**src/rtl/regfile_access_ctrl.sv**
```systemverilog
// Register file access controller: serialises operand reads and writebacks onto the
// single shared register-file slot, with a burst limit so writes cannot starve reads.
module regfile_access_ctrl #(
   parameter int reg_width    = 5,
   parameter int data_width   = 32,
   parameter int max_wb_burst = 4
) (
   input  logic                  clk,
   input  logic                  rst,
   input  logic                  rd_req_valid,
   output logic                  rd_req_ready,
   input  logic [reg_width-1:0]  rd_req_rs1,
   input  logic [reg_width-1:0]  rd_req_rs2,
   input  logic                  rd_req_use_rs2,
   output logic                  rd_resp_valid,
   input  logic                  rd_resp_ready,
   output logic [data_width-1:0] rd_resp_rs1_data,
   output logic [data_width-1:0] rd_resp_rs2_data,
   input  logic                  wb_valid,
   output logic                  wb_ready,
   input  logic [reg_width-1:0]  wb_rd,
   input  logic [data_width-1:0] wb_data,
   output logic                  rf_rd_en,
   output logic [reg_width-1:0]  rf_rd,
   output logic [data_width-1:0] rf_rd_din,
   output logic                  rf_rs1_en,
   output logic                  rf_rs2_en,
   output logic [reg_width-1:0]  rf_rs1,
   output logic [reg_width-1:0]  rf_rs2,
   input  logic [data_width-1:0] rf_rs1_dout,
   input  logic [data_width-1:0] rf_rs2_dout
);

   localparam int CNT_W = $clog2(max_wb_burst + 1);

   typedef enum logic [1:0] {
      IDLE      = 2'd0,
      READ_WAIT = 2'd1,
      RESP      = 2'd2
   } state_t;

   state_t                  state_q;
   logic [CNT_W-1:0]        cnt_q;
   logic [CNT_W-1:0]        cnt_d;
   logic [reg_width-1:0]    rs1_q;
   logic [reg_width-1:0]    rs2_q;
   logic                    use_rs2_q;
   logic [data_width-1:0]   resp_rs1_q;
   logic [data_width-1:0]   resp_rs2_q;

   logic                    idle_s;
   logic                    force_rd_s;
   logic                    wb_grant_s;
   logic                    rd_issue_s;

   // Slot arbitration: writes win unless the burst limit forces a pending read through.
   always_comb begin
      idle_s       = (state_q == IDLE);
      force_rd_s   = rst && idle_s && rd_req_valid && (cnt_q == CNT_W'(max_wb_burst));
      wb_ready     = rst && !force_rd_s;
      wb_grant_s   = wb_valid && wb_ready;
      rd_req_ready = rst && idle_s && !wb_grant_s;
      rd_issue_s   = rd_req_valid && rd_req_ready;

      rf_rd_en  = wb_grant_s && (wb_rd != '0);
      rf_rd     = wb_grant_s ? wb_rd : '0;
      rf_rd_din = wb_grant_s ? wb_data : '0;
      rf_rs1_en = rd_issue_s;
      rf_rs2_en = rd_issue_s && rd_req_use_rs2;
      rf_rs1    = rd_issue_s ? rd_req_rs1 : '0;
      rf_rs2    = rd_issue_s ? rd_req_rs2 : '0;

      if (!idle_s) begin
         cnt_d = cnt_q;
      end else if (rd_issue_s || !rd_req_valid) begin
         cnt_d = '0;
      end else if (wb_grant_s) begin
         cnt_d = cnt_q + CNT_W'(1);
      end else begin
         cnt_d = cnt_q;
      end
   end

   assign rd_resp_valid    = (state_q == RESP);
   assign rd_resp_rs1_data = resp_rs1_q;
   assign rd_resp_rs2_data = resp_rs2_q;

   // Read sequencing FSM; x0 and unused rs2 are zeroed as the operands are captured.
   always_ff @(posedge clk or negedge rst) begin
      if (!rst) begin
         state_q    <= IDLE;
         cnt_q      <= '0;
         rs1_q      <= '0;
         rs2_q      <= '0;
         use_rs2_q  <= 1'b0;
         resp_rs1_q <= '0;
         resp_rs2_q <= '0;
      end else begin
         cnt_q <= cnt_d;
         case (state_q)
            IDLE: begin
               if (rd_issue_s) begin
                  rs1_q     <= rd_req_rs1;
                  rs2_q     <= rd_req_rs2;
                  use_rs2_q <= rd_req_use_rs2;
                  state_q   <= READ_WAIT;
               end else begin
                  state_q   <= IDLE;
               end
            end
            READ_WAIT: begin
               resp_rs1_q <= (rs1_q == '0) ? '0 : rf_rs1_dout;
               resp_rs2_q <= (use_rs2_q && (rs2_q != '0)) ? rf_rs2_dout : '0;
               state_q    <= RESP;
            end
            RESP: begin
               if (rd_resp_ready) begin
                  state_q <= IDLE;
               end else begin
                  state_q <= RESP;
               end
            end
            default: begin
               state_q <= IDLE;
            end
         endcase
      end
   end

endmodule
```
**config.mk**
```make
export PLATFORM = sky130hd
export DESIGN_NAME = regfile_access_ctrl
export DESIGN_NICKNAME = d
export VERILOG_FILES = /design/src/rtl/regfile_access_ctrl.sv
export SDC_FILE = /design/constraint.sdc
export NUM_CORES = 1
export LEC_CHECK = 0
export BUFFER_PORTS_ARGS = -buffer_cell sky130_fd_sc_hd__buf_2
export CAP_MARGIN = 20
export CORE_MARGIN = 2
export CORE_UTILIZATION = 35
export DETAILED_ROUTE_END_ITERATION = 6
export PLACE_DENSITY = 0.67
export SLEW_MARGIN = 20
export SYNTH_ARGS = -nofsm -noshare
export SYNTH_HDL_FRONTEND = slang
export SYNTH_SLANG_ARGS = --single-unit
```
**constraint.sdc**
```tcl
create_clock -name clk -period 2.57 [get_ports clk]
set_input_delay 0.1285 -clock clk [delete_from_list [all_inputs] [get_ports clk]]
set_output_delay 0.1285 -clock clk [all_outputs]
set_load 0.03 [all_outputs]
```
### Word level (Yosys, flattened, before mapping)

Index checks and enable logic that the tools add are counted.

| storage, ports and cells | value |
|---|---|
| input bits | 117 |
| register bits after elaboration | 80 |
| word-level logic and storage cells | 43 |

| operators by class | value |
|---|---|
| equality and inequality tests | 3 |
| multiplexer cells | 11 |
| $add $sub $neg | 1 |
| reduce and logical (&&, ||, !) cells | 21 |

Operators by type and width:

| operator | number |
|---|---|
| 2-to-1 mux 32 bit | 3 |
| 2-to-1 mux 5 bit | 3 |
| logical AND 1 bit | 10 |
| nonzero test 5 bit | 2 |
| 2-to-1 mux 3 bit | 2 |
| one-hot mux 2 bit (3 select lines) | 1 |
| logical NOT 5 bit | 1 |
| AND reduction 2 bit | 2 |
| adder 3 x 1 -> 3 bit (second input constant) | 1 |
| == test 3 bit (second input constant) | 1 |
| logical NOT 1 bit | 3 |
| == test 2 x 1 -> 1 bit (second input constant) | 1 |
| == test 2 bit (second input constant) | 1 |
| logical NOT 2 bit | 1 |
| 2-to-1 mux 2 bit | 1 |
| nonzero test 2 bit | 1 |
| logical OR 1 bit | 1 |
| 2-to-1 mux 1 bit | 1 |

### Depth between registers and ports, before layout

Gate-level depths: netlist of run 1.

| depth | value |
|---|---|
| depth in word-level cells | 13 |
| depth in mapped cells | 6 |

### Worst setup path before layout of run 1

OpenSTA, ideal clock, no wires.

| timing | value |
|---|---|
| kind | reg2out |
| from | register cnt_q[0] |
| to | output rf_rs1[0] |
| stages on the path, launching flop included | 7 |
| arrival time | 1.492 ns |
| slack | 0.950 ns |
| path buffers | 1 |
| cells stage by stage | dfrtp_1 -> inv_1 -> ha_1 -> a21boi_2 -> nor2_4 -> buf_2 -> and2_1 |

| on the way | value |
|---|---|
| cells in the longest elaborated chain, start to end | 9 |

RTL lines:

| element | RTL line | source |
|---|---|---|
| start, declared | 43 | `logic [CNT_W-1:0] cnt_q;` |
| start signal, assigned | 99 | `cnt_q <= cnt_d;` |
| == test 3 bit | 59 | `force_rd_s = rst && idle_s && rd_req_valid && (cnt_q == CNT_W'(max_wb_burst));` |
| logical AND 1 bit | 59 |  |
| logical NOT 1 bit | 60 | `wb_ready = rst && !force_rd_s;` |
| logical AND 1 bit | 60 |  |
| logical AND 1 bit | 61 | `wb_grant_s = wb_valid && wb_ready;` |
| logical NOT 1 bit | 62 | `rd_req_ready = rst && idle_s && !wb_grant_s;` |
| logical AND 1 bit | 62 |  |
| logical AND 1 bit | 63 | `rd_issue_s = rd_req_valid && rd_req_ready;` |
| net rf_rs1_en | 26 | `output logic rf_rs1_en,` |
| 2-to-1 mux 5 bit | 70 | `rf_rs1 = rd_issue_s ? rd_req_rs1 : '0;` |
| end, declared | 28 | `output logic [reg_width-1:0] rf_rs1,` |

The timed path passes the listed nets, and every way through them passes these cells.

### Worst setup path in the final report of run 1

| timing | value |
|---|---|
| from | input rst |
| to | output rd_req_ready |

| on the way | value |
|---|---|
| cells in the longest elaborated chain, start to end | 8 |

RTL lines:

| element | RTL line | source |
|---|---|---|
| start, declared | 9 | `input logic rst,` |
| logical AND 1 bit | 59, 62 |  |
| logical AND 1 bit (2 in series) | 59 |  |
| logical NOT 1 bit | 60 |  |
| logical AND 1 bit | 60 |  |
| logical AND 1 bit | 61 |  |
| logical NOT 1 bit | 62 |  |
| logical AND 1 bit (*) | 62 |  |
| end, declared | 11 | `output logic rd_req_ready,` |

Every way passes the cells marked *; elsewhere a longest branch is shown, timed or not.

==> reports/metrics.cfg, run 1 <==
[yosys]
yosys.area_share.adder=0.00641
netlist_instances=400
synth_area_per_cell_um2=9.76
yosysUniqueCellTypes=33
syn_area_um2=3900
synth.top_cell.area_share=0.513
synth_simple_gate_area_frac=0.258
yosysTopAreaCell=dfrtp_1
yosys.area_share.xor_xnor=0
synth_seq_cells=80
muxShareOfSynthArea=0.0317
synth-compound-area-share=0.132
synth_seq_area_share=0.513
synth_top_family_by_area=simple AND/OR/NAND/NOR gates
synth.area.top_cells=dfrtp_1 (51%), nand2_1 (9.5%), and2_1 (7.7%)
yosysWarnings=0
syn_nets=519

[finish]
nNetsFinal=765
final_cell_mix=buf_2 (232), nand2_1 (99), dfrtp_1 (80), and2_1 (48), o21ai_0 (35)
antenna_cells=0
finalInstanceArea_um2=5630
syn_to_final_growth_pct=44.3
final_common_cell=buf_2
drive_gt1_frac=0.470

[routing]
vias=3710
drc=0
drt_iter0_drc=173
antenna_left=0
wl_per_cell_um=13.9
drt-vias-per-instance=4.69
finalWirelength_um=11000
drt_pass1_iterations=4

[worst_setup_path]
worstPathArrival_ns=2.10
cp-start-kind=input port
cp-end-kind=output port
crit_slowest_cell=dlygate4sd3_1
path_cells=dlygate4sd3_1 > buf_4 > buf_4 > nor3b_1 > nor2b_1 > buf_2
cpPeakStageDelay_ns=0.54
critical-path-top-delay-family=buffers and inverters
reg2reg_slack_ns=0.68
required_ns=2.44
critical_path_buf_inv_count=4
cp_max_fo=27
crit_path_frequent_cell=buf_4
critical_path_class=input port to output port

[power_and_ir_drop]
intPower_w=0.00290
p_comb_frac=0.383
ir_worst_vdd_uv=422
p_leak_nw=2.96
power_switching_share=0.408
seqPwrFrac=0.381
p_total_w=0.00490
p_sw_w=0.00200
cellPowerDensity_nw_per_um2=869
p_clk_frac=0.236

[sta]
fin_crit_sh=0.868
fin_skew_ns=0.00755
slew_violations=0
rsz0062_at_grt=false
hold_ws_ns=0.0146
slew_headroom=0.527
max_freq_mhz=448
min_period_ns=2.23
setup_violations=0
worst_slew_pin_slew_ns=0.710
finalHoldViolCount=0
finalSetupTns_ns=0
fin_ws_ns=0.339

[clock_network]
clockRootBuffer=clkbuf_8
cts_tree=done
clkLatencyLatePin_ns=0.36
cts_buffer_depth=2
clkSlewWorstSetupHoldPaths_ns=0.08
cts_made_buffers=9
cts_max_level=3
clock_sinks=80

[hold_path]
hold_path_class=input port to register

[grt]
track_usage=0.180
grt_max_degree=48
grt_pass1_wl_um=16800
grt.overflow.total=0
antenna_found_initial=0
first_global_vias=3498

[placement]
routabilityCongestion=0.771
placedInstanceArea_um2=5120
io_buffers=233
hpwl_um=7910
place_ws_ns=0.676

[run]
maxCapViolations=0

[die]
rows=38
dieWidth_um=110
die_area_um2=12000
die_h_um=110
pin_count=234
core_area_um2=10800
initial_core_util=0.360

[status]
outcome=completed

==> metal layers <==
metal	part of all wire	up-vias	global-route usage
met5	0	-	0
met3	0.072	9	0.0498
met4	0.0094	0	0.0606
met1	0.44	1741	0.233
li1	-	1815	-
met2	0.48	145	0.291
==> final cells by class <==
class | instances | area [um^2]
well taps | 140 | 175
repair buffers | 265 | 1500
clock buffers | 10 | 138
inverters | 5 | 18.8
clock inverters | 6 | 116
flip-flops and latches | 80 | 2000
fillers | 990 | 5210
multi-input cells | 285 | 1680
==> through the flow <==
step | cells | utilization
after floorplan | 400 | -
after detailed placement | 749 | 0.472
after CTS | 790 | 0.518
after global routing | 791 | 0.519
after global placement | 749 | 0.472
final | 791 | 0.519
==> cells by family (layout without fill, tap and decap cells) <==
kind of cell               Yosys count  count (layout)
adders and majority gates            2               2
AOI/OAI and AO/OA                   74              74
DFF                                 80              80
and+or+nand+nor                    198             198
muxes                               11              11
buffers and inverters               35             286
==> Yosys cell counts, drive strengths merged <==
library cell	instances
and2	48
inv	5
nand2	99
and4	1
o21a	1
nor2	5
nor2b	2
ha	2
a21boi	1
nand4bb	1
o21ai	67
a221o	1
a41oi	2
buf	19
or3	1
nand3	33
nand2b	3
or4	3
mux2	11
clkbuf	11
nor3b	2
a21o	2
dfrtp	80
==> registers in the layout (all words and copies together) (netlist names) <==
register / cells
state_q: 2
rd_resp_rs1_data: 32
cnt_q: 3
rs2_q: 5
rd_resp_rs2_data: 32
use_rs2_q: 1
rs1_q: 5
==> power groups by stage <==
stage / sequential, W / clock [W] / combinational (W)
finish: 0.00187 / 0.00116 / 0.00187
global route: 0.00192 / 0.00124 / 0.00202
floorplan: 0.00252 / 0 / 0.000617
CTS: 0.00187 / 0.00119 / 0.00189
global placement: 0.00188 / 0 / 0.00182
detailed placement: 0.00190 / 0 / 0.00186
==> worst paths after layout <==
kind,from,end,cells past startpoint
max,rst,rd_req_ready,6
min,rf_rs1_dout[10],rd_resp_rs1_data[10],3
max reg2reg,rs2_q[0],rd_resp_rs2_data[31],3
min reg2reg,rd_resp_rs2_data[16],rd_resp_rs2_data[16],2
max in group asynchronous,rst,rd_resp_rs2_data[14],3
min in group asynchronous,rst,rd_resp_rs1_data[13],2
==> worst min-delay path: stages <==
cell and delay (ns):
buf_2 0.10, nand2_1 0.04, o21ai_0 0.06
==> repair_timing <==
| item | 4_1_cts | 5_1_grt |
|---|---|---|
| hold buffers | 25 | 1 |
| resized for setup | 0 | 0 |
| endpoints found under the hold margin | 39 | 1 |
| buffers inserted | 0 | 0 |
No activity file was read; power rests on OpenSTA's default activity.
==> inputs of run 2 (changes only) <==
--- a/config.mk
+++ b/config.mk
@@ -7,6 +7,7 @@
 export LEC_CHECK = 0
 export BUFFER_PORTS_ARGS = -buffer_cell sky130_fd_sc_hd__buf_2
 export CAP_MARGIN = 20
+export CORE_ASPECT_RATIO = 1.4
 export CORE_MARGIN = 2
 export CORE_UTILIZATION = 35
 export DETAILED_ROUTE_END_ITERATION = 6
==> reports/metrics.cfg, run 2 (synthesized netlist as in run 1, its figures left out) <==
[status]
outcome=completed

[run]
maxCapViolations=0  ; unchanged

[clock_network]
cts_made_buffers=9  ; unchanged
clkLatencyLatePin_ns=0.33  ; -0.03 ns
clock_sinks=80  ; unchanged
cts_buffer_depth=2  ; unchanged
postCtsSetupBuffers=0  ; unchanged
cts_tree=done
clockRootBuffer=clkbuf_16
clkSlewWorstSetupHoldPaths_ns=0.06  ; -0.02 ns
cts_max_level=3  ; unchanged

[sta]
max_freq_mhz=475  ; +5.9%
slew_headroom=0.443  ; -0.0841
finalSetupTns_ns=0  ; unchanged
fin_skew_ns=0.00522  ; -0.00232 ns
setup_violations=0  ; unchanged
worst_slew_pin_slew_ns=0.836  ; +0.126 ns
fin_crit_sh=0.820  ; -0.0484
rsz0062_at_grt=false
slew_violations=0  ; unchanged
min_period_ns=2.11  ; -0.124 ns
finalHoldViolCount=0  ; unchanged
fin_ws_ns=0.464  ; +0.124 ns

[placement]
io_buffers=233  ; unchanged
placedInstanceArea_um2=5130  ; +0.22%
routabilityCongestion=0.845  ; +9.5%
hpwl_um=8350  ; +5.6%
place_ws_ns=0.768  ; +0.0923 ns

[finish]
final_common_cell=buf_2
syn_to_final_growth_pct=40.6
final_cell_mix=buf_2 (232), nand2_1 (99), dfrtp_1 (80), and2_1 (48), o21ai_0 (35)
nNetsFinal=745  ; -2.6%
finalInstanceArea_um2=5490  ; -2.6%
drive_gt1_frac=0.490  ; +0.0197

[worst_setup_path]
cp-end-kind=output port
cp-start-kind=register
cp_max_fo=23  ; -15%
critical_path_class=register to output port
worstPathArrival_ns=1.98  ; -0.12 ns
required_ns=2.44  ; about the same

[routing]
finalWirelength_um=10900  ; -0.67%
drt-vias-per-instance=4.78  ; +1.9%
antenna_left=0  ; unchanged
drt_iter0_drc=148  ; -14%
drc=0  ; unchanged
vias=3694  ; -0.43%
wl_per_cell_um=14.1  ; +1.6%
drt_pass1_iterations=6  ; +2

[grt]
track_usage=0.189  ; +0.00832
antenna_found_initial=1  ; +1
grt.overflow.total=0  ; unchanged
grt_max_degree=78  ; +63%
first_global_vias=3656  ; +4.5%
grt_pass1_wl_um=17700  ; +5.4%

[power_and_ir_drop]
ir_worst_vdd_uv=365  ; -13%
power_switching_share=0.398  ; -0.00983
p_comb_frac=0.365  ; -0.018
p_leak_nw=2.91  ; -1.9%
seqPwrFrac=0.375  ; -0.006
p_sw_w=0.00199  ; about the same
intPower_w=0.00302  ; +4.1%
cellPowerDensity_nw_per_um2=914  ; +5.1%
p_total_w=0.00501  ; +2.4%
p_clk_frac=0.260  ; +0.024

[die]
rows=45  ; +18%
die_h_um=129  ; +18%
core_area_um2=10900  ; +0.24%
dieWidth_um=93.2  ; -15%
pin_count=234  ; unchanged
initial_core_util=0.359  ; -0.000870
die_area_um2=12000  ; about the same

[hold_path]
hold_path_class=input port to register

## run 2: critical path: stages, from the launching register on
cell,delay (ns)
dfrtp_1,0.41
inv_1,0.07
ha_1,0.25
a21boi_2,0.12
nor2_4,0.40
and2_1,0.20
buf_2,0.19
## run 2: power groups by stage
stage	sequential, W	combinational (W)	clock [W]
2_1_floorplan	0.00252	0.000617	0
3_3_place_gp	0.00189	0.00182	0
3_5_place_dp	0.00191	0.00185	0
4_1_cts	0.00188	0.00185	0.00133
5_1_grt	0.00194	0.00199	0.00140
6_report	0.00188	0.00183	0.00130
## run 2: worst paths after layout
path / startpoint / endpoint / slack, ns / cells after the start
setup / recovery: cnt_q[0] / rf_rs2_en / 0.46 / 6
hold / removal: rf_rs1_dout[19] / rd_resp_rs1_data[19] / 0.04 / 3
min in group asynchronous: rst / cnt_q[2] / 0.22 / 2
max in group asynchronous: rst / state_q[0] / 1.51 / 4
hold reg to reg: rd_resp_rs2_data[3] / rd_resp_rs2_data[3] / 0.47 / 2
setup reg to reg: rs1_q[0] / rd_resp_rs1_data[25] / 0.80 / 3
## run 2: layout make-up
type,instances,area [um^2]
inverter,5,18.8
timing repair buffer,245,1300
antenna,1,2.50
tap,141,176
clock buffer,12,256
multi-input combinational,285,1680
fill,1050,5380
sequential,80,2000
clock inverter,4,51.3
## run 2: metal layers
layer  up-vias  track usage  wire length [um]
met5         -            0                 0
met4         0       0.0562               174
met3        12       0.0521               789
met2       163        0.342              5780
met1      1738        0.215              4190
li1       1781            -                 -
## run 2: what timing repair did
action / CTS / global route
resized for setup: 0 / 0
hold buffers: 2 / 0
endpoints found under the hold margin: 4 / 0
## run 2: metrics by stage
step           hold WS [ns]  cells   util
6_report             0.0352    773  0.505
3_5_place_dp        -0.0378    753  0.472
4_1_cts              0.0198    771  0.502
5_1_grt              0.0213    772  0.505
2_1_floorplan        -0.167    400      -
3_3_place_gp        -0.0446    753  0.472
==> inputs of run 3 (changes only) <==
==> constraint.sdc (replaced) <==
create_clock -name clk -period 1.95 [get_ports clk]
set_input_delay 0.0975 -clock clk [delete_from_list [all_inputs] [get_ports clk]]
set_output_delay 0.0975 -clock clk [all_outputs]
set_load 0.03 [all_outputs]
==> reports/metrics.cfg, run 3 (synthesized netlist as in run 1, its figures left out) <==
[worst_setup_path]
cp_max_fo=5  ; -78%
critical_path_class=register to output port
r2r_start=cnt_q[1]
cp-start-kind=register
worstPathArrival_ns=1.74  ; -0.24 ns
reg2reg_slack_ns=0.16  ; -0.64 ns
required_ns=1.85  ; -0.59 ns
r2r_end=rs1_q[0]
cp-end-kind=output port
r2r_cells=5  ; +2

[status]
outcome=completed

[clock_network]
cts_made_buffers=9  ; unchanged
clock_sinks=80  ; unchanged
cts_buffer_depth=2  ; unchanged
clockRootBuffer=clkbuf_16
cts_tree=done
clkSlewWorstSetupHoldPaths_ns=0.06  ; about the same
clkLatencyLatePin_ns=0.33  ; about the same
cts_max_level=3  ; unchanged

[hold_path]
hold_path.startpoint=rf_rs1_dout[13]
hold_path_class=input port to register
whs_endpoint=rd_resp_rs1_data[13]
whs_path_depth=3  ; unchanged

[routing]
drc=0  ; unchanged
wl_per_cell_um=14.6  ; +2.9%
finalWirelength_um=11400  ; +4.4%
drt_iter0_drc=194  ; +31%
drt-vias-per-instance=4.74  ; -0.71%
vias=3720  ; +0.70%
drt_pass1_iterations=4  ; -2
antenna_left=0  ; unchanged

[sta]
finalHoldViolCount=0  ; unchanged
slew_headroom=0.653  ; +0.210
setup_violations=0  ; unchanged
slew_violations=0  ; unchanged
finalSetupTns_ns=0  ; unchanged
min_period_ns=1.84
worst_slew_pin_slew_ns=0.521  ; -0.315 ns
max_freq_mhz=543
fin_crit_sh=0.944
fin_skew_ns=0.00653  ; +0.00131 ns

[grt]
grt.overflow.total=0  ; unchanged
track_usage=0.188  ; -0.000331
antenna_found_initial=0  ; -1
grtUsageMet3=0.0392  ; -0.0129
grt_use_met1=0.209  ; -0.00633
met2_usage=0.350  ; +0.00889
grt_pass1_wl_um=17900  ; +1.4%
grt_max_degree=78  ; unchanged
first_global_vias=3747  ; +2.5%
grt_busiest_layer=met2

[placement]
hpwl_um=8260  ; -1.1%
io_buffers=233  ; unchanged
routabilityCongestion=0.876  ; +3.7%

[run]
maxCapViolations=0  ; unchanged

[power_and_ir_drop]
p_leak_nw=2.98  ; +2.5%
ir_worst_vdd_uv=421  ; +15%
p_total_w=0.00665  ; +33%
cellPowerDensity_nw_per_um2=1170  ; +28%

[die]
pin_count=234  ; unchanged
rows=45  ; unchanged
dieWidth_um=93.2  ; unchanged
initial_core_util=0.359  ; unchanged
core_area_um2=10900  ; unchanged
die_h_um=129  ; unchanged
die_area_um2=12000  ; unchanged

[finish]
multiInputGateArea_um2=1710  ; +1.8%
n_fill_cell=1058  ; +0.76%
antenna_cells=0  ; -1
nNetsFinal=757  ; +1.6%
seqCellArea_um2=2000  ; about the same
final_cell_mix=buf_2 (231), nand2_1 (99), dfrtp_1 (79), and2_1 (48), o21ai_0 (35)
syn_to_final_growth_pct=45.1
final_common_cell=buf_2
drive_gt1_frac=0.491  ; +0.00175

-- run 3: final cells by class --
cell class	count	area share
tap	141	0.0312
clock inverter	5	0.0113
multi-input combinational	286	0.302
timing repair buffer	256	0.255
inverter	5	0.00331
sequential	80	0.354
clock buffer	11	0.0429
-- run 3: power breakdown --
group          internal, W  total [W]  switching (W)
Combinational     0.000787    0.00250        0.00171
Clock              0.00104    0.00171       0.000665
Sequential         0.00216    0.00244       0.000284
-- run 3: routing by layer --
metal  routed length, um  up-vias
met3                 700       16
li1                    -     1803
met1                4260     1738
met2                6260      163
met5                   0        -
met4                 196        0
-- run 3: critical path, cell delays in order, from the launching register on --
cell,delay (ns)
dfrtp_1,0.40
inv_1,0.07
ha_2,0.25
a41oi_4,0.16
buf_4,0.20
and2_1,0.16
buf_2,0.17
-- run 3: worst max-delay path by stage --
stage               startpoint            end  slack, ns  cells after the start
global route               rst   rf_rd_din[2]     -0.006                      7
finish                cnt_q[1]       rf_rd[3]       0.11                      6
floorplan             cnt_q[0]      rf_rs1[0]       0.36                      6
global placement      cnt_q[0]  rf_rd_din[15]       0.31                      6
detailed placement    cnt_q[0]  rf_rd_din[12]       0.26                      6
CTS                   cnt_q[1]  rf_rd_din[15]       0.01                      6
-- run 3: per-stage QoR --
step	hold WS, ns	util	std cells	setup WS (ns)	cell area (um^2)
global route	0.00723	0.521	784	-0.00631	5660
CTS	0.000183	0.513	781	0.0126	5580
finish	0.0119	0.521	784	0.109	5660
floorplan	-0.198	-	400	0.361	3900
detailed placement	-0.0708	0.474	753	0.255	5150
global placement	-0.0712	0.474	753	0.313	5150
-- run 3: repair_timing --
action / CTS / global route
hold buffers: 10 / 0
endpoints found under the setup margin: 49 / 50
cloned: 2 / 2
resized for setup: 2 / 13
buffers inserted: 1 / 0
pin swaps: 2 / 2
endpoints found under the hold margin: 12 / 0
